File: config.mk
export PLATFORM = sky130hd
export DESIGN_NAME = wb_cdb_arbiter_flat
export DESIGN_NICKNAME = d
export VERILOG_FILES = /design/src/rtl/wb_cdb_arbiter_if.sv /design/src/rtl/wb_cdb_arbiter.sv /design/src/flat_wrapper.sv
export SDC_FILE = /design/constraint.sdc
export NUM_CORES = 1
export LEC_CHECK = 0
export ABC_CLOCK_PERIOD_IN_PS = 6040
export CORE_ASPECT_RATIO = 0.8
export CORE_MARGIN = 2
export CORE_UTILIZATION = 40
export DETAILED_ROUTE_END_ITERATION = 8
export PLACE_DENSITY = 0.73
export SKIP_CTS_REPAIR_TIMING = 1
export SLEW_MARGIN = 15
export SYNTH_ARGS = -nofsm -noshare
export SYNTH_HDL_FRONTEND = slang
export SYNTH_SLANG_ARGS = --single-unit
File: constraint.sdc
create_clock -name clk -period 6.04 [get_ports clk]
set_input_delay 1.208 -clock clk [delete_from_list [all_inputs] [get_ports clk]]
set_output_delay 1.208 -clock clk [all_outputs]
set_load 0.05 [all_outputs]
File: src/rtl/wb_cdb_arbiter_if.sv
// wb_cdb_arbiter_if: MEM/ALU result inputs, flush, and CDB broadcast bundle; slave = arbiter side, master = producer/consumer side
interface wb_cdb_arbiter_if #(
  parameter int DATA_W = 32,
  parameter int PREG_W = 6,
  parameter int ROB_W  = 4
);
  logic              flush;
  logic              mem_valid;
  logic              mem_ready;
  logic              mem_rd_we;
  logic [PREG_W-1:0] mem_prd;
  logic [ROB_W-1:0]  mem_rob_idx;
  logic [DATA_W-1:0] mem_data;
  logic              alu_valid;
  logic              alu_ready;
  logic              alu_rd_we;
  logic [PREG_W-1:0] alu_prd;
  logic [ROB_W-1:0]  alu_rob_idx;
  logic [DATA_W-1:0] alu_data;
  logic              cdb_valid;
  logic              cdb_ready;
  logic              cdb_rd_we;
  logic [PREG_W-1:0] cdb_prd;
  logic [ROB_W-1:0]  cdb_rob_idx;
  logic [DATA_W-1:0] cdb_data;
  logic              cdb_src;
  modport slave (
    input  flush, mem_valid, mem_rd_we, mem_prd, mem_rob_idx, mem_data,
    input  alu_valid, alu_rd_we, alu_prd, alu_rob_idx, alu_data, cdb_ready,
    output mem_ready, alu_ready,
    output cdb_valid, cdb_rd_we, cdb_prd, cdb_rob_idx, cdb_data, cdb_src
  );
  modport master (
    output flush, mem_valid, mem_rd_we, mem_prd, mem_rob_idx, mem_data,
    output alu_valid, alu_rd_we, alu_prd, alu_rob_idx, alu_data, cdb_ready,
    input  mem_ready, alu_ready,
    input  cdb_valid, cdb_rd_we, cdb_prd, cdb_rob_idx, cdb_data, cdb_src
  );
endinterface

File: src/rtl/wb_cdb_arbiter.sv
// wb_cdb_arbiter: per-source FIFOs for MEM (src 0) and ALU (src 1) results, round-robin onto a registered CDB; ports clk, rst, bus (slave)
module wb_cdb_arbiter #(
  parameter int DATA_W     = 32,
  parameter int PREG_W     = 6,
  parameter int ROB_W      = 4,
  parameter int FIFO_DEPTH = 2
) (
  input logic               clk,
  input logic               rst,
  wb_cdb_arbiter_if.slave   bus
);
  localparam int E_W   = 1 + PREG_W + ROB_W + DATA_W;
  localparam int PTR_W = $clog2(FIFO_DEPTH);
  localparam int CNT_W = PTR_W + 1;
  logic [E_W-1:0]   r_fifo [2][FIFO_DEPTH];
  logic [PTR_W-1:0] r_wp [2];
  logic [PTR_W-1:0] r_rp [2];
  logic [CNT_W-1:0] r_cnt [2];
  logic             r_last;
  logic             r_cdb_valid;
  logic             r_cdb_src;
  logic [E_W-1:0]   r_cdb;
  logic [E_W-1:0]   w_in [2];
  logic [1:0]       w_in_valid;
  logic [1:0]       w_ne;
  logic [1:0]       w_push;
  logic [1:0]       w_pop;
  logic             w_ld;
  logic             w_gnt;
  always_comb begin
    w_in_valid = {bus.alu_valid, bus.mem_valid};
    w_in[0]    = {bus.mem_rd_we, bus.mem_prd, bus.mem_rob_idx, bus.mem_data};
    w_in[1]    = {bus.alu_rd_we, bus.alu_prd, bus.alu_rob_idx, bus.alu_data};
    for (int s = 0; s < 2; s++) begin
      w_ne[s]   = r_cnt[s] != '0;
      w_push[s] = w_in_valid[s] & (r_cnt[s] < CNT_W'(FIFO_DEPTH)) & !bus.flush;
    end
    w_ld  = !r_cdb_valid | bus.cdb_ready;
    // both pending: hand the grant to whoever did not win last time
    w_gnt = &w_ne ? !r_last : w_ne[1];
    w_pop = (w_ld & |w_ne & !bus.flush) ? (w_gnt ? 2'b10 : 2'b01) : 2'b00;
  end
  always_ff @(posedge clk) begin
    for (int s = 0; s < 2; s++)
      if (w_push[s]) r_fifo[s][r_wp[s]] <= w_in[s];
  end
  always_ff @(posedge clk) begin
    if (rst) begin
      for (int s = 0; s < 2; s++) begin
        r_wp[s]  <= '0;
        r_rp[s]  <= '0;
        r_cnt[s] <= '0;
      end
      r_last      <= 1'b1;
      r_cdb_valid <= 1'b0;
      r_cdb_src   <= 1'b0;
      r_cdb       <= '0;
    end else if (bus.flush) begin
      for (int s = 0; s < 2; s++) begin
        r_wp[s]  <= '0;
        r_rp[s]  <= '0;
        r_cnt[s] <= '0;
      end
      r_cdb_valid <= 1'b0;
    end else begin
      for (int s = 0; s < 2; s++) begin
        if (w_push[s]) r_wp[s] <= r_wp[s] + 1'b1;
        if (w_pop[s]) r_rp[s] <= r_rp[s] + 1'b1;
        r_cnt[s] <= r_cnt[s] + CNT_W'(w_push[s]) - CNT_W'(w_pop[s]);
      end
      if (w_ld) begin
        r_cdb_valid <= |w_ne;
        if (|w_ne) begin
          r_cdb     <= r_fifo[w_gnt][r_rp[w_gnt]];
          r_cdb_src <= w_gnt;
          r_last    <= w_gnt;
        end
      end
    end
  end
  assign bus.mem_ready = r_cnt[0] < CNT_W'(FIFO_DEPTH);
  assign bus.alu_ready = r_cnt[1] < CNT_W'(FIFO_DEPTH);
  assign bus.cdb_valid = r_cdb_valid;
  assign bus.cdb_src   = r_cdb_src;
  assign {bus.cdb_rd_we, bus.cdb_prd, bus.cdb_rob_idx, bus.cdb_data} = r_cdb;
endmodule

File: src/flat_wrapper.sv
// flat-port wrapper written by rule: the top's interface ports become plain ports
module wb_cdb_arbiter_flat 
#(
  parameter int DATA_W     = 32,
  parameter int PREG_W     = 6,
  parameter int ROB_W      = 4,
  parameter int FIFO_DEPTH = 2
)
  (clk, rst, bus_flush, bus_mem_valid, bus_mem_rd_we, bus_mem_prd, bus_mem_rob_idx, bus_mem_data, bus_alu_valid, bus_alu_rd_we, bus_alu_prd, bus_alu_rob_idx, bus_alu_data, bus_cdb_ready, bus_mem_ready, bus_alu_ready, bus_cdb_valid, bus_cdb_rd_we, bus_cdb_prd, bus_cdb_rob_idx, bus_cdb_data, bus_cdb_src);
  wb_cdb_arbiter_if #(.DATA_W(DATA_W), .PREG_W(PREG_W), .ROB_W(ROB_W)) bus_i ();
  input logic clk;
  input logic rst;
  input wire logic [$bits(bus_i.flush)-1:0] bus_flush;
  input wire logic [$bits(bus_i.mem_valid)-1:0] bus_mem_valid;
  input wire logic [$bits(bus_i.mem_rd_we)-1:0] bus_mem_rd_we;
  input wire logic [$bits(bus_i.mem_prd)-1:0] bus_mem_prd;
  input wire logic [$bits(bus_i.mem_rob_idx)-1:0] bus_mem_rob_idx;
  input wire logic [$bits(bus_i.mem_data)-1:0] bus_mem_data;
  input wire logic [$bits(bus_i.alu_valid)-1:0] bus_alu_valid;
  input wire logic [$bits(bus_i.alu_rd_we)-1:0] bus_alu_rd_we;
  input wire logic [$bits(bus_i.alu_prd)-1:0] bus_alu_prd;
  input wire logic [$bits(bus_i.alu_rob_idx)-1:0] bus_alu_rob_idx;
  input wire logic [$bits(bus_i.alu_data)-1:0] bus_alu_data;
  input wire logic [$bits(bus_i.cdb_ready)-1:0] bus_cdb_ready;
  output wire logic [$bits(bus_i.mem_ready)-1:0] bus_mem_ready;
  output wire logic [$bits(bus_i.alu_ready)-1:0] bus_alu_ready;
  output wire logic [$bits(bus_i.cdb_valid)-1:0] bus_cdb_valid;
  output wire logic [$bits(bus_i.cdb_rd_we)-1:0] bus_cdb_rd_we;
  output wire logic [$bits(bus_i.cdb_prd)-1:0] bus_cdb_prd;
  output wire logic [$bits(bus_i.cdb_rob_idx)-1:0] bus_cdb_rob_idx;
  output wire logic [$bits(bus_i.cdb_data)-1:0] bus_cdb_data;
  output wire logic [$bits(bus_i.cdb_src)-1:0] bus_cdb_src;
  assign bus_i.flush = bus_flush;
  assign bus_i.mem_valid = bus_mem_valid;
  assign bus_i.mem_rd_we = bus_mem_rd_we;
  assign bus_i.mem_prd = bus_mem_prd;
  assign bus_i.mem_rob_idx = bus_mem_rob_idx;
  assign bus_i.mem_data = bus_mem_data;
  assign bus_i.alu_valid = bus_alu_valid;
  assign bus_i.alu_rd_we = bus_alu_rd_we;
  assign bus_i.alu_prd = bus_alu_prd;
  assign bus_i.alu_rob_idx = bus_alu_rob_idx;
  assign bus_i.alu_data = bus_alu_data;
  assign bus_i.cdb_ready = bus_cdb_ready;
  assign bus_mem_ready = bus_i.mem_ready;
  assign bus_alu_ready = bus_i.alu_ready;
  assign bus_cdb_valid = bus_i.cdb_valid;
  assign bus_cdb_rd_we = bus_i.cdb_rd_we;
  assign bus_cdb_prd = bus_i.cdb_prd;
  assign bus_cdb_rob_idx = bus_i.cdb_rob_idx;
  assign bus_cdb_data = bus_i.cdb_data;
  assign bus_cdb_src = bus_i.cdb_src;
  wb_cdb_arbiter #(.DATA_W(DATA_W), .PREG_W(PREG_W), .ROB_W(ROB_W), .FIFO_DEPTH(FIFO_DEPTH)) u_core (.clk(clk), .rst(rst), .bus(bus_i));
endmodule
==> results by stage <==
Run status:
- The run finished with clean final reports.

Critical path:
- Across all register-to-register paths, the minimum setup slack is roughly 3.1 ns.
- In this run the critical register-to-register path is captured at u_core.r_cnt[0][3].
- The worst-path maximum fanout is 7.
- The worst setup path is launched from a register.
- The launching point of the worst reg2reg path is u_core.r_cnt[0][1].
- On the worst path, the slowest cell contributes a delay of 0.81 ns.
- STA classifies the critical path endpoint as a primary output.
- The number of cells on the worst reg-to-reg path is 9.
- The worst path required time is 4.83 ns.
- By startpoint and endpoint, the worst setup path is classified as register to primary output.
- Walking the worst path, the cells encountered are inv_1 > clkdlybuf4s50_1.
- The cell type of the slowest stage on the worst timing path is sky130_fd_sc_hd__clkdlybuf4s50_1.
- The worst endpoint data arrival time is between 2 and 2.5 ns.

Synthesis:
- The fraction of the mapped netlist area in adder cells is 0.582%.
- The primary flip-flop cell chosen by synthesis mapping is sky130_fd_sc_hd__edfxtp_1.
- The fraction of registers with async set or reset after synthesis is 0%.
- Counting flops with a built-in enable in the synthesized netlist gives 180.
- The area share of xor/xnor cells in the synthesized design is 0.407%.
- In this run the cell area of the synthesized design comes to about 8600 sq um.
- In the synthesized netlist, mux cells make up 10.0% of the area.
- The area fraction in and, or, nand and nor cells after synthesis is under 10%.
- The synthesized instance count is 536.
- Synthesis instantiated 32 different standard cells from the library.
- The fraction of the yosys area taken by sequential cells is 73.6%.
- During synthesis, Yosys emitted a total of 0 warnings.
- Synthesis inferred 226 register bits.
- By area, the combinational part of the netlist is dominated by multiplexers.
- Each instance of the synthesized netlist takes up on average 16.0 sq um.
- The compound-cell area share of the yosys netlist is 8.35%.

Cells and area:
- The final net count is around 760.
- Once layout is complete, the cells apart from fillers number 953.
- At the end of the flow the core is filled with cells to 52.7%.
- The layout has ~1700 filler cells.
- The proportion of layout cells with a drive suffix above 1 is 8.19%.
- 0 antenna diodes ended up in the layout.
- The layout overhead on the synthesized area is 27.9%.

Route:
- The detailed-routing iteration count for the pre-antenna-repair pass is 6.
- The detailed router finished its first iteration with 489 violations.
- The final routed DRC violation total is 0.
- Signal routing reaches up to met4.
- After detailed routing, the average wire length per cell comes to between 20 and 25 um.
- The wire length the detailed router placed on met1 is 8500 um.
- Wire segments on met3 add up to 1510 um in the final route.
- Wires add up to slightly below 20000 um.
- The antenna violation net count after detailed routing is 0.
- In the detailed route, the total length drawn on met2 is 8940 um.
- The routed via count divided by cell count is 5.48.
- The routed layout has 5218 vias.

Placed design:
- The worst-case setup slack after placement is 2.27 ns.
- The placed wire-length estimate is around 12000 um.
- Once placement completed, the tool counted placed cells totaling approximately 910.
- Port buffering added 138 buffers.
- At the end of routability-driven placement, the weighted congestion stood at 0.754.

Clocking:
- In this run the clock root is driven by a sky130_fd_sc_hd__clkbuf_16.
- Clock tree synthesis inserted a total of 22 buffers.
- For the worst-skew pair, the clock arrives at the later sink with an insertion delay of 0.50 ns.
- In this run the number of H-tree levels came out at 1.
- Clock-pin slew was measured on the worst setup and hold paths at 0.06 ns.
- The worst-case clock buffer depth is 3.
- Clock tree synthesis found a total of between 200 and 250 sinks.
- The clock tree from TritonCTS is done.

Timing:
- For the final database, setup skew stands at approximately 0.017 ns.
- The aggregate negative setup slack is 0 ns.
- The part of the cycle the worst path needs is 53.7%.
- After layout, the minimum clock period comes to about 3.2 ns.
- The final-report hold violation count came to 0.
- The final count of negative-setup-slack endpoints is 0.
- For this run, the top clock speed supported by timing is ~310 MHz.
- The total count of max-transition violations in the final report came to 0.
- The minimum setup slack in the final design is 2.80 ns.
- Setup repair after global routing left no endpoint under its margin.
- Measured against its own limit, the worst slew margin works out to a little under a quarter.
- The slew at the pin closest to its max-slew limit is 1.15 ns.

Flow run:
- The number of violations of the max-capacitance limit is 0.

Pwr:
- The power density relative to cell area is 336 nW/um^2.
- Summed over all cells, the static leakage comes to 3.67 nW.
- Summing internal, switching and leakage power gives 0.00370 W.
- Across the VDD grid, the largest voltage drop is between 200 and 250 uV.

Min path:
- The path with the worst hold slack has its endpoint at u_core.r_cdb[1].
- The hold path startpoint is u_core.r_cdb[1].
- The worst min-delay path category is register to register.
- The depth of the worst hold-timing path is 1.

Die:
- The core box area is 20900 sq um.
- The die is 168 um wide.
- The area of the die is roughly 23000 sq um.
- The y dimension of the die is between 100 and 150 um.
- For this configuration, the core starts out at a cell density of a little over 40%.
- The number of rows created at floorplan is 47.
- Pin placement for this block handled 139 I/O pins.

GRT:
- Global routing finished with a remaining overflow of 0.
- The number of antenna violations at the first check in global routing was 0.
- The number of global-route vias before repair is 5380.
- Entering global routing, the biggest net connects 46 pins.
- Global routing used 17.1% of the available tracks across all layers.
- The first global-routing pass estimated 29800 um of wire.
-- report_power, final --
group | internal [W] | switching (W) | total, W
registers | 0.00175 | 0.0000349 | 0.00179
clock network | 0.000862 | 0.000558 | 0.00142
logic | 0.000192 | 0.000298 | 0.000490
-- logic make-up (layout without fill, tap and decap cells) --
logic type / count (synthesis) / in the layout
flops: 226 / 226
compound gates: 96 / 96
mux: 86 / 86
simple gates: 70 / 70
buf+inv: 49 / 194
fa+ha+maj: 4 / 4
xor+xnor: 4 / 4
other cells: 1 / 4
-- layout make-up --
type | instances | area (sq um) | area share (%)
tap | 269 | 337 | 3.06
multi-input combinational | 264 | 2110 | 19.1
timing repair buffer | 144 | 1430 | 13.0
clock buffer | 29 | 628 | 5.71
sequential | 226 | 6330 | 57.5
inverter | 10 | 37.5 | 0.341
clock inverter | 11 | 138 | 1.25
-- synth_stat cells (all sizes together), types with 2 or more instances --
master,number,area share (%)
edfxtp,180,63
mux2i,86,10
o21ai,47,2.8
dfxtp,46,11
a32o,43,5.0
nand3,43,2.5
buf,21,1.3
clkbuf,18,0.79
inv,10,0.44
nor2,8,0.35
and2,4,0.29
ha,4,0.58
nor2b,4,0.29
xnor2,4,0.41
nand2,3,0.13
nor3,2,0.12
nor4,2,0.49
-- flip-flops by register name, summed over array words and instances, names as in the netlist --
name and count:
u_core.r_rp 2, u_core.bus.cdb_valid 1, u_core.r_fifo 172, u_core.r_cnt 4, u_core.r_cdb 43, u_core.r_wp 2
u_core.r_last 1, u_core.bus.cdb_src 1
-- per-stage QoR --
step / area [sq um] / hold slack, ns
4_1_cts: 11000 / 0.473
3_5_place_dp: 10200 / 0.459
3_3_place_gp: 10200 / 0.448
2_1_floorplan: 8610 / 0.479
6_report: 11000 / 0.468
5_1_grt: 11000 / 0.496
-- critical path: cells and delay by family (launching register included) --
family                 cells  cell delay, ns
flip-flops                 1            0.56
buffers and inverters      2            0.97
-- how the worst max path moves through the flow --
stage                     depth (start not counted)  slack [ns]                   end               start
final                                             2        2.80         bus_mem_ready  u_core.r_cnt[0][1]
after global routing                              3        2.69  u_core.r_fifo[0][36]           bus_flush
after CTS                                         2        2.79         bus_mem_ready  u_core.r_cnt[0][1]
after detailed placement                          3        2.27  u_core.r_fifo[0][22]           bus_flush
after global placement                            3        2.40  u_core.r_fifo[0][14]           bus_flush
after floorplan                                   3        1.86  u_core.r_fifo[0][43]           bus_flush
-- metal layers --
metal	track usage (%)	up-vias
met1	23.4	2591
met5	0	-
met3	3.56	31
met2	28.2	231
li1	-	2365
met4	4.35	0
-- cells in the final DEF (no fill, tap or decap), types with 2 or more instances in the layout --
cell                              synthesis  routed
sky130_fd_sc_hd__nor2b_1                  4       3
sky130_fd_sc_hd__nor3_1                   2       2
sky130_fd_sc_hd__edfxtp_1               180     180
sky130_fd_sc_hd__nand3_1                 43      43
sky130_fd_sc_hd__a32o_1                  43      43
sky130_fd_sc_hd__nor2_1                   8       6
sky130_fd_sc_hd__clkinv_2                 0       5
sky130_fd_sc_hd__clkbuf_8                 0       3
sky130_fd_sc_hd__ha_1                     4       4
sky130_fd_sc_hd__conb_1                   1       4
sky130_fd_sc_hd__and2_1                   4       2
sky130_fd_sc_hd__clkdlybuf4s50_1          0     138
sky130_fd_sc_hd__clkbuf_16                0      23
sky130_fd_sc_hd__clkinvlp_4               0       3
sky130_fd_sc_hd__mux2i_1                 86      86
sky130_fd_sc_hd__buf_4                    2       6
sky130_fd_sc_hd__nor2_4                   0       2
sky130_fd_sc_hd__dfxtp_1                 46      46
sky130_fd_sc_hd__inv_1                    9       9
sky130_fd_sc_hd__clkbuf_1                18       3
sky130_fd_sc_hd__nor4_4                   2       2
sky130_fd_sc_hd__o21ai_0                 45      45
sky130_fd_sc_hd__nand2_1                  3       3
sky130_fd_sc_hd__bufinv_16                0       3
sky130_fd_sc_hd__xnor2_1                  4       4
Note: power is estimated with default switching activity, not from simulation.
